$ cat src/rtl/dmem_port_arbiter.sv
// Shares the single data-memory port between the core load/store path (m0) and
// a loader/DMA port (m1) using round-robin ownership with a per-owner hold limit.
module dmem_port_arbiter #(
    parameter int AW       = 32,
    parameter int DW       = 32,
    parameter int MAX_HOLD = 4
) (
    input  logic          clk,
    input  logic          reset,
    input  logic          m0_req,
    input  logic          m0_we,
    input  logic [AW-1:0] m0_addr,
    input  logic [DW-1:0] m0_wdata,
    output logic          m0_gnt,
    output logic          m0_stall,
    input  logic          m1_req,
    input  logic          m1_we,
    input  logic [AW-1:0] m1_addr,
    input  logic [DW-1:0] m1_wdata,
    output logic          m1_gnt,
    output logic          mem_we,
    output logic [AW-1:0] mem_addr,
    output logic [DW-1:0] mem_wdata,
    input  logic [DW-1:0] mem_rdata,
    output logic [DW-1:0] rdata
);

    localparam int HW = (MAX_HOLD > 1) ? $clog2(MAX_HOLD) : 1;
    localparam logic [HW-1:0] HOLD_SAT = HW'(MAX_HOLD - 1);

    typedef enum logic [1:0] {
        IDLE = 2'd0,
        OWN0 = 2'd1,
        OWN1 = 2'd2
    } state_e;

    state_e        state_q, state_d;
    logic          last_q, last_d;
    logic [HW-1:0] hold_q, hold_d;

    always_ff @(posedge clk or negedge reset) begin
        if (!reset) begin
            state_q <= IDLE;
            last_q  <= 1'b1;
            hold_q  <= '0;
        end else begin
            state_q <= state_d;
            last_q  <= last_d;
            hold_q  <= hold_d;
        end
    end

    // last_q names the most recent owner; a tie in IDLE goes to the other one.
    always_comb begin
        state_d = state_q;
        last_d  = last_q;
        hold_d  = hold_q;
        unique case (state_q)
            IDLE: begin
                hold_d = '0;
                if (m0_req && m1_req) begin
                    state_d = last_q ? OWN0 : OWN1;
                    last_d  = ~last_q;
                end else if (m0_req) begin
                    state_d = OWN0;
                    last_d  = 1'b0;
                end else if (m1_req) begin
                    state_d = OWN1;
                    last_d  = 1'b1;
                end
            end
            OWN0: begin
                if (!m0_req) begin
                    hold_d = '0;
                    if (m1_req) begin
                        state_d = OWN1;
                        last_d  = 1'b1;
                    end else begin
                        state_d = IDLE;
                    end
                end else if (m1_req && (hold_q == HOLD_SAT)) begin
                    state_d = OWN1;
                    last_d  = 1'b1;
                    hold_d  = '0;
                end else if (hold_q != HOLD_SAT) begin
                    hold_d = hold_q + HW'(1);
                end
            end
            OWN1: begin
                if (!m1_req) begin
                    hold_d = '0;
                    if (m0_req) begin
                        state_d = OWN0;
                        last_d  = 1'b0;
                    end else begin
                        state_d = IDLE;
                    end
                end else if (m0_req && (hold_q == HOLD_SAT)) begin
                    state_d = OWN0;
                    last_d  = 1'b0;
                    hold_d  = '0;
                end else if (hold_q != HOLD_SAT) begin
                    hold_d = hold_q + HW'(1);
                end
            end
            default: begin
                state_d = IDLE;
                hold_d  = '0;
            end
        endcase
    end

    // Port mux follows the registered owner so ungranted requests never reach dmem.
    always_comb begin
        m0_gnt    = (state_q == OWN0);
        m1_gnt    = (state_q == OWN1);
        mem_we    = 1'b0;
        mem_addr  = '0;
        mem_wdata = '0;
        if (state_q == OWN0) begin
            mem_we    = m0_we & m0_req;
            mem_addr  = m0_addr;
            mem_wdata = m0_wdata;
        end else if (state_q == OWN1) begin
            mem_we    = m1_we & m1_req;
            mem_addr  = m1_addr;
            mem_wdata = m1_wdata;
        end
    end

    // Stall is forced low while reset is held so the core sees a quiet port.
    assign m0_stall = m0_req & ~m0_gnt & reset;
    assign rdata    = mem_rdata;

endmodule

$ cat config.mk
export PLATFORM = sky130hd
export DESIGN_NAME = dmem_port_arbiter
export DESIGN_NICKNAME = d
export VERILOG_FILES = /design/src/rtl/dmem_port_arbiter.sv
export SDC_FILE = /design/constraint.sdc
export NUM_CORES = 1
export LEC_CHECK = 0
export CAP_MARGIN = 20
export CORE_AREA = 2 2 104 106
export CTS_CLUSTER_DIAMETER = 120
export DETAILED_ROUTE_END_ITERATION = 7
export DIE_AREA = 0 0 106 108
export GPL_TIMING_DRIVEN = 0
export PLACE_DENSITY = 0.6
export SETUP_SLACK_MARGIN = 0.1
export SLEW_MARGIN = 10
export SYNTH_ARGS = -nofsm -noshare
export SYNTH_HDL_FRONTEND = slang
export SYNTH_SLANG_ARGS = --single-unit
$ cat constraint.sdc
create_clock -name clk -period 2.3 [get_ports clk]
set_input_delay 0.575 -clock clk [delete_from_list [all_inputs] [get_ports clk]]
set_output_delay 0.575 -clock clk [all_outputs]
set_load 0.01 [all_outputs]
==> flow_summary.ini <==
[run_status]
status = finished, violations left
violations = negative setup slack

[detailed_routing]
drt_pre_antenna_iters = 4
drc = 0
drt-total-wl_um = 8260
wl_per_cell_um = 15.1
antenna_left = 0
dr_total_vias = 2252
drt_iter0_drc = 68
viasPerCell = 4.12

[sta]
timing.hold.ws_ns = 0.325
hold_viol_final = 0
rsz0062_at_grt = yes
tightest_slew_ns = 0.432
timing.final.crit_share_pct = 101
finalWorstSetupSlack_ns = -0.0242
fmax_ghz = 0.430
drv_slew = 0
slew_headroom_pct = 71.2
setup_viol = 13
min_period_ns = 2.32
worst_clock_skew_ns = 0.0000593

[logic_synthesis]
synthXorXnorAreaFrac_pct = 0
synthTopCellsByArea = a22o_1 (45%), buf_4 (19%), dfrtp_1 (8.0%)
ys_types = 26
synth_edf_count = 0
synthMostInstantiatedCell = a22o_1
netlist_area_mm2 = 0.00126
synth_top_family_by_area = compound AO/OA/AOI/OAI gates
synth_top_flop_cell = dfrtp_1
synthSimpleGateAreaFrac_pct = 7.97
avgSynthCellArea_um2 = 8.10
synth_top_area_share_pct = 44.6
yosys-top-cells-count = a22o_1 (64), buf_4 (32), buf_2 (10)
synth_mux_area_share_pct = 1.79
synth_area_leader_cell = a22o_1
yosysWarnings = 0
synth_compound_area_share_pct = 50.7
synth_nets = 325
async_reset_ff_share_pct = 100
syn_inst = 155
synth-seq-cells = 5
yosys.area_share.adder_pct = 3.98
ys_seq_area_share_pct = 10.1

[worst_setup_path]
cp.required_ns = 1.73
arrival_ns = 1.75
start_kind = register
crit_path_end_kind = output port
cp_max_fo = 9
cp-startpoint = state_q[1]$_DFFE_PN0P_
path_class = register to output port
rr_startpoint = state_q[1]$_DFFE_PN0P_

[clocking]
cts.sinks = 5
clock_path_buffers = 2
htree_levels = 1
ctsRootBufferMaster = clkbuf_8
numCtsBuffers = 3
clk_latency_ns = 0.22
hold_buffers = 0
clkSlewWorstSetupHoldPaths_ns = 0.03
cts_tree = yes

[run]
maxCapViolations = 0

[pwr]
leakage_nw = 1.80
combPwrFrac_pct = 90.1
power_density_mw_per_mm2 = 864
power_frac_seq_pct = 4.9
vdd.ir_drop.worst_v = 0.000378
p_total_mw = 3.33
clkPwrFrac_pct = 4.9
switching_share_pct = 41.4
p_sw_mw = 1.38
p_int_mw = 1.95

[cells_and_area]
nNetsFinal = 581
fin_area_mm2 = 0.00385
areaGrowthSynthToFinish_pct = 207
antenna_cells = 0
drive_gt1_share_pct = 35.1

[place]
place_area_mm2 = 0.00376
port_buffers = 233
dp_hpwl_um = 6780
gp_congestion = 0.794

[floorplanning]
fp.coreArea_mm2 = 0.0102
dieArea_mm2 = 0.0114
die_w_um = 106
io_pins = 266
start_util_pct = 12.3
dieHeight_um = 108
rows = 37

[global_routing]
grt_usage_pct = 12.7
antenna_found_initial = 0
grt_pass1_wl_um = 11600
grt_max_degree = 11
grt.overflow.total = 0
grt_pass1_vias = 2207

[min_path]
hold_class = input port to async pin
==> worst paths after layout <==
| check | to | slack (ns) | cells after the start |
|---|---|---|---|
| setup / recovery | mem_wdata[21] | -0.02 | 8 |
| hold / removal | hold_q[0]$_DFF_PN0_ | 0.33 | 1 |
| setup reg to reg | state_q[0]$_DFFE_PN0P_ | 0.66 | 7 |
| hold reg to reg | hold_q[0]$_DFF_PN0_ | 0.49 | 1 |
| max in group asynchronous | last_q$_DFFE_PN1P_ | 1.71 | 1 |
| min in group clk | hold_q[0]$_DFF_PN0_ | 0.49 | 1 |
==> cell type report <==
cell class	instances	area (um2)
tap	136	170
inverter	3	11.3
fill	1069	6380
timing repair buffer	251	2240
multi-input combinational	100	842
sequential	5	128
buffer	47	418
clock buffer	4	45.0
==> power by group through the flow <==
stage	logic [mW]	clock network [mW]	registers, mW
2_1_floorplan	1.32	0	0.153
3_3_place_gp	2.82	0	0.159
3_5_place_dp	2.83	0	0.159
4_1_cts	2.91	0.168	0.163
5_1_grt	3.22	0.177	0.168
6_report	3.00	0.164	0.164
==> registers in the layout (all words and copies together) (netlist names) <==
name,cells
last_q,1
hold_q,2
state_q,2
==> metrics by stage <==
stage	worst slack (ns)	setup TNS [ns]	utilization (%)	std cells
after global placement	-0.656	-31.10	36.7	524
after global routing	-0.0820	-2.50	37.7	546
after floorplan	0.208	0	-	155
after CTS	-0.0479	-0.301	37.0	542
after detailed placement	-0.651	-30.01	36.7	524
final	-0.0242	-0.0957	37.7	546
==> kinds of logic (layout without fill, tap and decap cells) <==
group	count (synthesis)	in the layout
buf+inv	50	305
simple gates	19	19
fa+ha+maj	4	4
mux	2	2
flops	5	5
compound gates	75	75
==> what timing repair did <==
| item | CTS | global route |
|---|---|---|
| endpoints found under the setup margin | 66 | 66 |
| gates cloned | 3 | 1 |
| pin swaps | 12 | 13 |
| gates resized for setup | 315 | 9 |
| buffers inserted | 11 | 3 |
==> cell usage in the layout (no fill, tap or decap), types with 3 or more instances in the layout <==
cell type / instances
nand2b_1: 3
a22o_1: 64
buf_2: 60
buf_4: 41
clkbuf_8: 4
buf_8: 5
nand2_1: 3
dfrtp_1: 3
clkdlybuf4s50_1: 163
a21oi_1: 4
nor2_1: 4
buf_6: 17
==> metal layers <==
metal	track usage, %	wire length, um
met1	12.5	2850
met3	3.50	843
met4	1.69	29
met5	0	0
met2	26.6	4530
==> worst max-delay path: stages (launching register included) <==
cell and delay [ns]:
dfrtp_1 0.39, buf_6 0.13, ha_4 0.15, nor2b_4 0.12
buf_12 0.14, buf_4 0.13, buf_8 0.12, a22o_1 0.21
buf_6 0.13
Note: power is estimated with default switching activity, not from simulation.
